`src/rtl/lsu.sv`:
```
// rtl/lsu.sv - load/store stage: bus request/response and one-entry writeback register
module lsu #(
  parameter int CPU_WIDTH  = 64,
  parameter int ADDR_WIDTH = 64
) (
  input  logic                  i_clk,
  input  logic                  i_rst_n,
  // upstream (execute) handshake
  input  logic                  alu_mem_valid,
  output logic                  mem_alu_ready,
  input  logic [CPU_WIDTH-1:0]  i_exu_res,
  input  logic [CPU_WIDTH-1:0]  i_rs2,
  input  logic                  i_mem_ren,
  input  logic                  i_mem_wen,
  input  logic [1:0]            i_mem_size,
  input  logic                  i_mem_unsigned,
  input  logic [4:0]            i_rd,
  input  logic                  i_rd_wen,
  // data bus
  output logic                  o_dbus_req_valid,
  input  logic                  i_dbus_req_ready,
  output logic [ADDR_WIDTH-1:0] o_dbus_addr,
  output logic                  o_dbus_wen,
  output logic [CPU_WIDTH-1:0]  o_dbus_wdata,
  output logic [7:0]            o_dbus_wstrb,
  input  logic                  i_dbus_resp_valid,
  input  logic [CPU_WIDTH-1:0]  i_dbus_rdata,
  input  logic                  i_dbus_resp_err,
  // writeback handshake
  output logic                  mem_wb_valid,
  input  logic                  wb_mem_ready,
  output logic [CPU_WIDTH-1:0]  o_wb_data,
  output logic [4:0]            o_rd,
  output logic                  o_rd_wen,
  output logic                  o_mem_err
);

  typedef enum logic [1:0] {
    S_IDLE = 2'd0,
    S_REQ  = 2'd1,
    S_RESP = 2'd2,
    S_OUT  = 2'd3
  } state_t;

  state_t               state_q, state_d;

  // latched request fields
  logic [CPU_WIDTH-1:0] addr_q, addr_d;
  logic [CPU_WIDTH-1:0] rs2_q, rs2_d;
  logic                 wen_q, wen_d;
  logic [1:0]           size_q, size_d;
  logic                 uns_q, uns_d;
  logic [4:0]           rd_q, rd_d;
  logic                 rd_wen_q, rd_wen_d;

  // writeback output register
  logic [CPU_WIDTH-1:0] wb_data_q, wb_data_d;
  logic                 wb_rd_wen_q, wb_rd_wen_d;
  logic                 mem_err_q, mem_err_d;

  logic                 in_mem_op;
  logic                 in_misaligned;
  logic                 req_active;
  logic                 store_active;
  logic [7:0]           size_mask;
  logic [5:0]           lane_shift;
  logic [CPU_WIDTH-1:0] load_shifted;
  logic [CPU_WIDTH-1:0] load_ext;

  assign in_mem_op    = i_mem_ren | i_mem_wen;
  assign req_active   = (state_q == S_REQ);
  assign store_active = req_active & wen_q;
  assign lane_shift   = {addr_q[2:0], 3'b000};
  assign load_shifted = i_dbus_rdata >> lane_shift;

  // natural-alignment check of the incoming address against the access size
  always_comb begin
    in_misaligned = 1'b0;
    case (i_mem_size)
      2'd1:    in_misaligned = i_exu_res[0];
      2'd2:    in_misaligned = |i_exu_res[1:0];
      2'd3:    in_misaligned = |i_exu_res[2:0];
      default: in_misaligned = 1'b0;
    endcase
  end

  // byte-lane mask for the latched access size, before shifting into position
  always_comb begin
    size_mask = 8'h00;
    case (size_q)
      2'd0:    size_mask = 8'h01;
      2'd1:    size_mask = 8'h03;
      2'd2:    size_mask = 8'h0F;
      default: size_mask = 8'hFF;
    endcase
  end

  // truncate the lane-aligned read data to the access size and extend to 64 bits
  always_comb begin
    load_ext = load_shifted;
    case (size_q)
      2'd0: load_ext = uns_q ? {56'd0, load_shifted[7:0]}
                             : {{56{load_shifted[7]}}, load_shifted[7:0]};
      2'd1: load_ext = uns_q ? {48'd0, load_shifted[15:0]}
                             : {{48{load_shifted[15]}}, load_shifted[15:0]};
      2'd2: load_ext = uns_q ? {32'd0, load_shifted[31:0]}
                             : {{32{load_shifted[31]}}, load_shifted[31:0]};
      default: load_ext = load_shifted;
    endcase
  end

  // handshake and bus outputs; bus fields are forced to zero outside REQ
  assign mem_alu_ready    = (state_q == S_IDLE) || ((state_q == S_OUT) && wb_mem_ready);
  assign o_dbus_req_valid = req_active;
  assign o_dbus_addr      = req_active ? {addr_q[ADDR_WIDTH-1:3], 3'b000} : '0;
  assign o_dbus_wen       = store_active;
  assign o_dbus_wdata     = store_active ? (rs2_q << lane_shift) : '0;
  assign o_dbus_wstrb     = store_active ? (size_mask << addr_q[2:0]) : 8'h00;
  assign mem_wb_valid     = (state_q == S_OUT);
  assign o_wb_data        = wb_data_q;
  assign o_rd             = rd_q;
  assign o_rd_wen         = wb_rd_wen_q;
  assign o_mem_err        = mem_err_q;

  // next-state and register-update logic for the four-state access sequence
  always_comb begin
    state_d     = state_q;
    addr_d      = addr_q;
    rs2_d       = rs2_q;
    wen_d       = wen_q;
    size_d      = size_q;
    uns_d       = uns_q;
    rd_d        = rd_q;
    rd_wen_d    = rd_wen_q;
    wb_data_d   = wb_data_q;
    wb_rd_wen_d = wb_rd_wen_q;
    mem_err_d   = mem_err_q;
    case (state_q)
      S_IDLE, S_OUT: begin
        if (mem_alu_ready) begin
          if (alu_mem_valid) begin
            addr_d   = i_exu_res;
            rs2_d    = i_rs2;
            wen_d    = i_mem_wen;
            size_d   = i_mem_size;
            uns_d    = i_mem_unsigned;
            rd_d     = i_rd;
            rd_wen_d = i_rd_wen;
            if (!in_mem_op) begin
              state_d     = S_OUT;
              wb_data_d   = i_exu_res;
              wb_rd_wen_d = i_rd_wen;
              mem_err_d   = 1'b0;
            end else if (in_misaligned) begin
              // misaligned accesses never reach the bus; report the faulting address
              state_d     = S_OUT;
              wb_data_d   = i_exu_res;
              wb_rd_wen_d = 1'b0;
              mem_err_d   = 1'b1;
            end else begin
              state_d = S_REQ;
            end
          end else begin
            state_d = S_IDLE;
          end
        end
      end
      S_REQ: begin
        if (i_dbus_req_ready) begin
          state_d = S_RESP;
        end
      end
      S_RESP: begin
        if (i_dbus_resp_valid) begin
          state_d = S_OUT;
          if (i_dbus_resp_err) begin
            // bus faults also report the faulting address
            wb_data_d   = addr_q;
            wb_rd_wen_d = 1'b0;
            mem_err_d   = 1'b1;
          end else if (wen_q) begin
            wb_data_d   = '0;
            wb_rd_wen_d = 1'b0;
            mem_err_d   = 1'b0;
          end else begin
            wb_data_d   = load_ext;
            wb_rd_wen_d = rd_wen_q;
            mem_err_d   = 1'b0;
          end
        end
      end
      default: state_d = S_IDLE;
    endcase
  end

  // state and datapath registers with synchronous active-low reset
  always_ff @(posedge i_clk) begin
    if (!i_rst_n) begin
      state_q     <= S_IDLE;
      addr_q      <= '0;
      rs2_q       <= '0;
      wen_q       <= 1'b0;
      size_q      <= 2'd0;
      uns_q       <= 1'b0;
      rd_q        <= 5'd0;
      rd_wen_q    <= 1'b0;
      wb_data_q   <= '0;
      wb_rd_wen_q <= 1'b0;
      mem_err_q   <= 1'b0;
    end else begin
      state_q     <= state_d;
      addr_q      <= addr_d;
      rs2_q       <= rs2_d;
      wen_q       <= wen_d;
      size_q      <= size_d;
      uns_q       <= uns_d;
      rd_q        <= rd_d;
      rd_wen_q    <= rd_wen_d;
      wb_data_q   <= wb_data_d;
      wb_rd_wen_q <= wb_rd_wen_d;
      mem_err_q   <= mem_err_d;
    end
  end

endmodule

```
`config.mk`:
```
export PLATFORM = sky130hd
export DESIGN_NAME = lsu
export DESIGN_NICKNAME = d
export VERILOG_FILES = /design/src/rtl/lsu.sv
export SDC_FILE = /design/constraint.sdc
export NUM_CORES = 1
export LEC_CHECK = 0
export BUFFER_PORTS_ARGS = -buffer_cell sky130_fd_sc_hd__buf_2
export CAP_MARGIN = 10
export CORE_AREA = 2 2 162 164
export CTS_BUF_LIST = sky130_fd_sc_hd__clkbuf_8 sky130_fd_sc_hd__clkbuf_16
export CTS_CLUSTER_DIAMETER = 40
export CTS_CLUSTER_SIZE = 28
export DETAILED_ROUTE_END_ITERATION = 8
export DIE_AREA = 0 0 164 166
export PLACE_DENSITY = 0.81
export SLEW_MARGIN = 25
export SYNTH_ARGS = -nofsm -noshare
export SYNTH_HDL_FRONTEND = slang
export SYNTH_SLANG_ARGS = --single-unit
```
`constraint.sdc`:
```
create_clock -name i_clk -period 6.61 [get_ports i_clk]
set_input_delay 1.322 -clock i_clk [delete_from_list [all_inputs] [get_ports i_clk]]
set_output_delay 1.322 -clock i_clk [all_outputs]
set_load 0.02 [all_outputs]
```
Word-level counts from Yosys, hierarchy flattened. Index checks and enable logic that the tools add are counted.

Equality and inequality tests: 13. Shift-type cells: 3. Muxes and demuxes: 39. Bitwise gates (word level): 2. Reductions and logical operators: 11.

Operators by type and width (number): 64-bit 2-to-1 mux (12); 64-bit case mux with 3 select lines (1); 64-bit case mux with 2 select lines (1); 64-bit by 6-bit left shift with 64-bit output (1); 64-bit by 6-bit right shift with 64-bit output (1); 8-bit case mux with 3 select lines (1); 1-bit 2-to-1 mux (13); 2-bit 2-to-1 mux (6); 2-bit == test (second input constant) (5); 8-bit 2-to-1 mux (1); 2-bit inequality test (second input constant) (4); 8-bit by 3-bit left shift with 8-bit output (1); 2-bit by 1-bit == test with 1-bit output (second input constant) (3); 2-bit case mux with 3 select lines (1); 3-bit AND reduction (2); 5-bit AND reduction (1); 2-bit logical NOT (2); 1-bit case mux with 2 select lines (2); 2-bit OR reduction (2); 3-bit inequality test (second input constant) (1); 1-bit case mux with 3 select lines (1); 3-bit OR reduction (1); 2-bit nonzero test (1); 1-bit AND (1); 3 further kinds (3).

Register bits after elaboration: 206. Output and inout port bits: 211. Logic and storage cells: 79.

Depth between registers and ports, before layout. Gate-level depths: netlist of the first run.

Depth after elaboration: 7. Mapped depth: 9. Gate-level depth less buffers: 7.

Least setup slack after synthesis of the first run. Ideal clock, no wire load.

Path kind: register to output. Start: reg addr_q[2]. End: out o_dbus_wstrb[5]. Arrival: 2.337 ns. Required time: 5.288 ns. Path slack: 2.951 ns. Stages on the path, launching flop included: 8. Cell sequence: dfxtp_1 buf_4 buf_4 clkinv_1 buf_4 nand2_1 nor2_1 a2111oi_0.

Longest elaborated chain between the ends: 2.

Ends and longest elaborated chain: start, declared (line 48) `logic [CPU_WIDTH-1:0] addr_q, addr_d;`; start signal, assigned (line 212) `addr_q <= addr_d;`; 8-bit by 3-bit left shift with 8-bit output (line 118) `assign o_dbus_wstrb = store_active ? (size_mask << addr_q[2:0]) : 8'h00;`; 8-bit 2-to-1 mux (line 118); end, declared (line 25) `output logic [7:0] o_dbus_wstrb,`.

No other way between the ends.

Worst setup path after layout of the first run.
Start: reg addr_q[0]. End: out o_dbus_wstrb[6].

Same word-level chain as after synthesis.

==> results of run 1 <==
==> worst max-delay path by stage <==
stage	start	endpoint	slack, ns
after floorplan	addr_q[2]	o_dbus_wstrb[5]	2.95
after global placement	state_q[1]	o_dbus_wdata[11]	2.24
after detailed placement	state_q[1]	o_dbus_wdata[11]	2.17
after CTS	state_q[1]	o_dbus_wdata[11]	1.63
after global routing	addr_q[0]	o_dbus_wstrb[6]	1.72
final	addr_q[0]	o_dbus_wstrb[6]	1.96
==> stage by stage <==
stage | std cells | utilization | instance area, um^2 | power, W | worst slack [ns]
2_1_floorplan | 1616 | - | 13200 | 0.00391 | 2.95
3_3_place_gp | 2226 | 0.590 | 15100 | 0.00473 | 2.24
3_5_place_dp | 2226 | 0.590 | 15100 | 0.00479 | 2.17
4_1_cts | 2290 | 0.636 | 16300 | 0.00665 | 1.63
5_1_grt | 2303 | 0.640 | 16400 | 0.00703 | 1.72
6_report | 2303 | 0.640 | 16400 | 0.00673 | 1.96
==> kinds of logic (layout without fill, tap and decap cells) <==
logic type,Yosys count,after routing,share of synthesized area
AOI/OAI and AO/OA,455,455,0.225
adders and majority gates,4,4,0.00379
muxes,188,188,0.194
and+or+nand+nor,590,590,0.204
other,1,15,0.000284
DFF,206,206,0.312
buffers and inverters,170,510,0.0609
==> metal layers <==
| layer | vias up | track usage |
|---|---|---|
| li1 | 6430 | - |
| met1 | 6725 | 0.464 |
| met2 | 912 | 0.607 |
| met3 | 192 | 0.0749 |
| met4 | 4 | 0.213 |
| met5 | - | 0 |
==> layout make-up <==
type,instances,area [um^2],area share
well taps,335,419,0.0256
flip-flops and latches,206,4130,0.252
repair buffers,435,2230,0.136
clock inverters,27,268,0.0163
inverters,11,46.3,0.00283
multi-input cells,1240,8330,0.508
diodes,12,30.0,0.00183
clock buffers,37,926,0.0565
==> power by group through the flow <==
| stage | logic [W] | clock network [W] | registers, W |
|---|---|---|---|
| final | 0.00291 | 0.00186 | 0.00196 |
| after global routing | 0.00311 | 0.00193 | 0.00199 |
| after CTS | 0.00284 | 0.00187 | 0.00194 |
| after detailed placement | 0.00282 | 0 | 0.00196 |
| after global placement | 0.00278 | 0 | 0.00195 |
| after floorplan | 0.00195 | 0 | 0.00196 |
==> critical path, stage by stage (launching register included) <==
cell and delay [ns]:
dfxtp_4 0.96, buf_4 0.62, or2_1 0.45, a21oi_1 0.12
a2111oi_0 0.37, buf_2 0.27
==> synthesized netlist by cell type, types with 4 or more instances <==
cell type,instances
nand2_1,335
a21oi_1,219
dfxtp_1,206
mux2i_1,120
clkbuf_1,100
and2_1,79
nor2_1,77
o21ai_0,63
and3_1,57
mux4_2,53
buf_2,31
o2bb2ai_1,29
o22ai_2,22
a31oi_1,20
o31ai_1,19
buf_4,18
mux2_2,14
a211oi_1,12
a22oi_1,10
nor3_1,9
a22o_1,8
buf_6,8
inv_1,8
nand2b_1,8
o22ai_1,7
nand3b_1,6
o211a_1,6
o211ai_1,5
a221oi_1,4
ha_1,4
nand3_1,4
o221a_2,4
==> placed cells by master (no fill, tap or decap), types with 9 or more instances in the layout <==
| master | instances |
|---|---|
| o21ai_0 | 63 |
| a22oi_1 | 10 |
| o2bb2ai_1 | 29 |
| buf_2 | 417 |
| inv_6 | 9 |
| nand2_1 | 334 |
| diode_2 | 12 |
| inv_1 | 11 |
| dfxtp_1 | 203 |
| a21oi_1 | 219 |
| and2_1 | 79 |
| a31oi_1 | 20 |
| buf_4 | 17 |
| mux2i_1 | 120 |
| mux2_2 | 14 |
| o31ai_1 | 19 |
| clkbuf_16 | 37 |
| nor3_1 | 9 |
| and3_1 | 57 |
| a211oi_1 | 12 |
| o22ai_2 | 22 |
| mux4_2 | 53 |
| nor2_1 | 76 |
==> state kept, by name (all words and copies together), names as in the netlist <==
name,count
state_q,2
wen_q,1
uns_q,1
o_rd_wen,1
o_rd,5
rs2_q,64
o_wb_data,64
rd_wen_q,1
size_q,2
o_mem_err,1
addr_q,64
==> impl_metrics.yaml, run 1 <==
run_status:
  status: "complete, no violations"
placed_design:
  dp_hpwl_um: 37800
  gp_congestion: 0.987
  port_buffers: 417
layout:
  final_nets: 2144
  area_delta_synth_final_pct: 24.1
  final_layout_size_suffix_gt1_frac: 0.313
  fillers: 2258
synth:
  yosys_warnings: 0
  synth_cell_types: 64
  synth_edf_count: 0
  syn_avg_cell_area_um2: 8.18
  ys_seq_area_frac: 0.312
  async_flop_share: 0
  yosysTopAreaCell: "dfxtp_1"
  postSynthCellCount: 1614
  netlist_area_mm2: 0.0132
  synth_ff_type: "dfxtp_1"
  ys_seq_elements: 206
  synthTopCellsByArea: "dfxtp_1 (31%), nand2_1 (9.5%), mux2i_1 (9.1%)"
  synth_top_area_frac: 0.312
grt:
  grt_usage: 0.375
  grt_pass1_vias: 13500
  grt_start_max_net_pins: 99
  grt_overflow_total: 0
  antenna_found_initial: 14
  grt_pass1_wl_um: 79300
setup_path:
  r2r_start: "state_q[0]"
  cp.arrival_ns: 3.32
  crit_required_ns: 5.29
  r2r_slack_ns: 2.38
  r2r_cells: 10
  crit_path_end_kind: "output pin"
  crit_type: "flop to output pin"
  critPathMaxFanout: 60
  crit-reg2reg-capture: "o_wb_data[14]"
  worst_setup_path_start_kind: "flop"
clock_network:
  clkSlewWorstSetupHoldPaths_ns: 0.05
  numClockSinks: 206
  cts_made_buffers: 36
  clock-root-buffer: "clkbuf_16"
  clock_latency_ns: 0.51
  cts.path.max_buffers: 3
  cts_tree: "done"
  cts_hold_buf: 0
  cts_setup_buffers: 0
  post_cts_resized: 0
  htreeDepth: 2
timing:
  tns_ns: 0
  slew_headroom: 0.297
  rsz0062_at_grt: "false"
  finalSetupViolCount: 0
  skew_ns: 0.0175
  fmax_ghz: 0.215
  hold_viol_final: 0
  post-route-min-period_ns: 4.65
  finalHoldWorstSlack_ns: 0.451
  drv_slew: 0
  post-route-period-util: 0.703
  worst_slew_pin_slew_ns: 1.05
floorplanning:
  start_util: 0.516
  num_io_pins: 421
  die_h_um: 166
  core_mm2: 0.0256
  fp.dieW_um: 164
  num_rows: 59
  fp.dieArea_mm2: 0.0272
power_and_ir_drop:
  netSwitchingPower_w: 0.00295
  leakage_nw: 7.13
  power_density_mw_per_mm2: 411
  seq_power_share: 0.291
  pwr-share-comb: 0.433
  p_clk_frac: 0.276
  p_int_w: 0.00378
  p_sw_frac: 0.439
  vdd_drop_max_uv: 300
hold_path:
  holdPathEnd: "o_rd[1]"
  worst_hold_path_type: "flop to flop"
  hold_path_depth: 2
  hold_start: "o_rd[1]"
routing:
  routed-wl-met3_um: 4890
  viasPerCell: 6.19
  top_layer: "met5"
  vias: 14300
  route.detailed.drc: 0
  m1WireLength_um: 20300
  ant_nets: 0
  initialDrtViolationCount: 1646
  firstDrtPassIters: 6
  routed_wl_um: 53500
  wl_met2_um: 24900
  wl_per_cell_um: 23.2
job:
  maxCapViolations: 0
Note: power is estimated with default switching activity, not from simulation.
==> run 2: changes to the inputs <==
--- a/config.mk
+++ b/config.mk
@@ -5,15 +5,16 @@
 export SDC_FILE = /design/constraint.sdc
 export NUM_CORES = 1
 export LEC_CHECK = 0
+export ABC_AREA = 1
 export BUFFER_PORTS_ARGS = -buffer_cell sky130_fd_sc_hd__buf_2
 export CAP_MARGIN = 10
-export CORE_AREA = 2 2 162 164
+export CORE_MARGIN = 2
+export CORE_UTILIZATION = 47
 export CTS_BUF_LIST = sky130_fd_sc_hd__clkbuf_8 sky130_fd_sc_hd__clkbuf_16
 export CTS_CLUSTER_DIAMETER = 40
 export CTS_CLUSTER_SIZE = 28
 export DETAILED_ROUTE_END_ITERATION = 8
-export DIE_AREA = 0 0 164 166
-export PLACE_DENSITY = 0.81
+export PLACE_DENSITY = 0.78
 export SLEW_MARGIN = 25
 export SYNTH_ARGS = -nofsm -noshare
 export SYNTH_HDL_FRONTEND = slang
==> constraint.sdc (replaced) <==
create_clock -name i_clk -period 4.02 [get_ports i_clk]
set_input_delay 0.804 -clock i_clk [delete_from_list [all_inputs] [get_ports i_clk]]
set_output_delay 0.804 -clock i_clk [all_outputs]
set_load 0.02 [all_outputs]
==> run 2 against run 1 <==
Compared with the run above:
- synthesized cell count grew 23%
- register-to-register slack lost 1.2 ns
- synthesized area shrank 5.5%
- sequential cell count is the same
- clock skew shrank 0.0098 ns
- clock power grew 62%
- cell count grew 15%
- utilization shrank 4.0 points
- global-route usage shrank 2.0 points
==> impl_metrics.yaml, run 2 <==
setup_path:
  r2r_cells: 11
  cp-startpoint: "state_q[1]"
  crit_type: "flop to output pin"
  crit_required_ns: 3.22
  crit_path_end_kind: "output pin"
  cp.arrival_ns: 2.74
  r2r_start: "addr_q[1]"
  r2r_slack_ns: 1.17
  critPathMaxFanout: 45
  crit_end: "o_dbus_wdata[7]"
  worst_setup_path_start_kind: "flop"
  crit-reg2reg-capture: "o_wb_data[61]"
routing:
  firstDrtPassIters: 8
  routed_wl_um: 51900
  wl_per_cell_um: 19.5
  viasPerCell: 5.73
  initialDrtViolationCount: 1914
  ant_nets: 0
  route.detailed.drc: 0
  vias: 15200
floorplanning:
  core_mm2: 0.0261
  fp.dieArea_mm2: 0.0279
  num_io_pins: 421
  fp.dieW_um: 167
  start_util: 0.479
  num_rows: 59
  die_h_um: 167
layout:
  final_layout_size_suffix_gt1_frac: 0.231
  area_delta_synth_final_pct: 25.2
  layout_commonest_cell: "buf_2"
  layoutNonFillerInstCount: 2659
  seqCellArea_mm2: 0.00413
  final_cell_mix: "buf_2 (416), nand2_1 (376), o21ai_0 (310)"
  multi_input_area_mm2: 0.00691
  fillers: 2531
  final_nets: 2510
clock_network:
  numClockSinks: 206
  cts_setup_buffers: 0
  clock-root-buffer: "clkbuf_16"
  htreeDepth: 2
  cts_made_buffers: 34
  cts.path.max_buffers: 3
  post_cts_resized: 0
  cts_tree: "done"
  clock_latency_ns: 0.52
  cts_hold_buf: 0
  clkSlewWorstSetupHoldPaths_ns: 0.06
timing:
  finalSetupViolCount: 0
  rsz0062_at_grt: "false"
  hold_viol_final: 0
  tns_ns: 0
  skew_ns: 0.00763
  post-route-period-util: 0.882
  drv_slew: 0
  fmax_ghz: 0.282
  post-route-min-period_ns: 3.55
  slew_headroom: 0.398
  worst_slew_pin_slew_ns: 0.903
grt:
  grt_start_max_net_pins: 217
  grt_overflow_total: 0
  antenna_found_initial: 4
  grt_pass1_vias: 14400
  grt_pass1_wl_um: 79300
  grt_usage: 0.355
placed_design:
  port_buffers: 417
  gp_congestion: 0.973
  dp.cells: 2595
  dp_hpwl_um: 37800
synth:
  yosys_warnings: 0
  synth_ff_type: "dfxtp_1"
  netlist_area_mm2: 0.0125
  postSynthCellCount: 1985
  synth.most_common_cell: "nand2_1"
  synth_cell_types: 44
  synth_edf_count: 0
  synth_top_area_frac: 0.330
  async_flop_share: 0
  ys_seq_area_frac: 0.330
  syn_avg_cell_area_um2: 6.29
  ys_seq_elements: 206
  synth_common_cells: "nand2_1 (378), o21ai_0 (310), nor2_1 (274)"
  synthTopCellsByArea: "dfxtp_1 (33%), o21ai_0 (12%), nand2_1 (11%)"
  yosysTopAreaCell: "dfxtp_1"
run_status:
  status: "complete, no violations"
power_and_ir_drop:
  power_density_mw_per_mm2: 803
  vdd_drop_max_uv: 522
  p_total_w: 0.0125
  leakage_nw: 7.64
hold_path:
  worst_hold_path_type: "flop to flop"
job:
  maxCapViolations: 0
run 2: how the worst min path moves through the flow:
stage / to / slack (ns) / cells past startpoint / startpoint
floorplan: rs2_q[16] / 0.44 / 2 / rs2_q[16]
global placement: addr_q[48] / 0.45 / 2 / addr_q[48]
detailed placement: addr_q[40] / 0.46 / 2 / addr_q[40]
CTS: addr_q[14] / 0.47 / 2 / addr_q[14]
global route: addr_q[14] / 0.48 / 2 / addr_q[14]
finish: addr_q[14] / 0.47 / 2 / addr_q[14]
run 2: layer usage:
| layer | share of wire | GRT usage | wire length [um] | up-vias |
|---|---|---|---|---|
| li1 | - | - | - | 7185 |
| met1 | 0.38 | 0.415 | 19600 | 7017 |
| met2 | 0.49 | 0.621 | 25300 | 840 |
| met3 | 0.079 | 0.0618 | 4120 | 190 |
| met4 | 0.056 | 0.185 | 2890 | 6 |
| met5 | 0.00079 | 0 | 41 | - |
run 2: worst max-delay path, cell delays in order, from the launching register on:
cell and delay [ns]:
dfxtp_1 0.37, inv_1 0.09, ha_2 0.19, nand2_1 0.12, nor2_2 0.04, buf_4 0.21
inv_2 0.60, nor2_1 0.13, inv_1 0.24, nor2_1 0.07, buf_2 0.16
run 2: cells by family after synthesis:
group	after synthesis	synth area share
adders and majority gates	4	0.00401
AOI/OAI and AO/OA	660	0.292
DFF	206	0.330
other	1	0.000300
and+or+nand+nor	746	0.239
buffers and inverters	348	0.118
muxes	20	0.0160
run 2: power by group:
group	internal [W]	total (W)	switching [W]
clock network	0.00189	0.00301	0.00112
registers	0.00280	0.00330	0.000497
logic	0.00174	0.00623	0.00449
total	0.00644	0.0125	0.00611
run 2: area by class of cell:
type / instances / area share
clock inverters: 22 / 0.0159
well taps: 335 / 0.0268
repair buffers: 442 / 0.147
inverters: 179 / 0.0434
flip-flops and latches: 206 / 0.264
multi-input cells: 1433 / 0.442
diodes: 3 / 0.000480
clock buffers: 39 / 0.0596
run 2: stage by stage:
step | util | hold slack (ns) | cell area [um^2] | worst slack, ns
2_1_floorplan | - | 0.444 | 12500 | 1.09
3_3_place_gp | 0.554 | 0.452 | 14400 | 1.11
3_5_place_dp | 0.554 | 0.459 | 14400 | 1.03
4_1_cts | 0.599 | 0.467 | 15600 | 0.481
5_1_grt | 0.599 | 0.485 | 15600 | 0.242
6_report | 0.600 | 0.466 | 15600 | 0.473
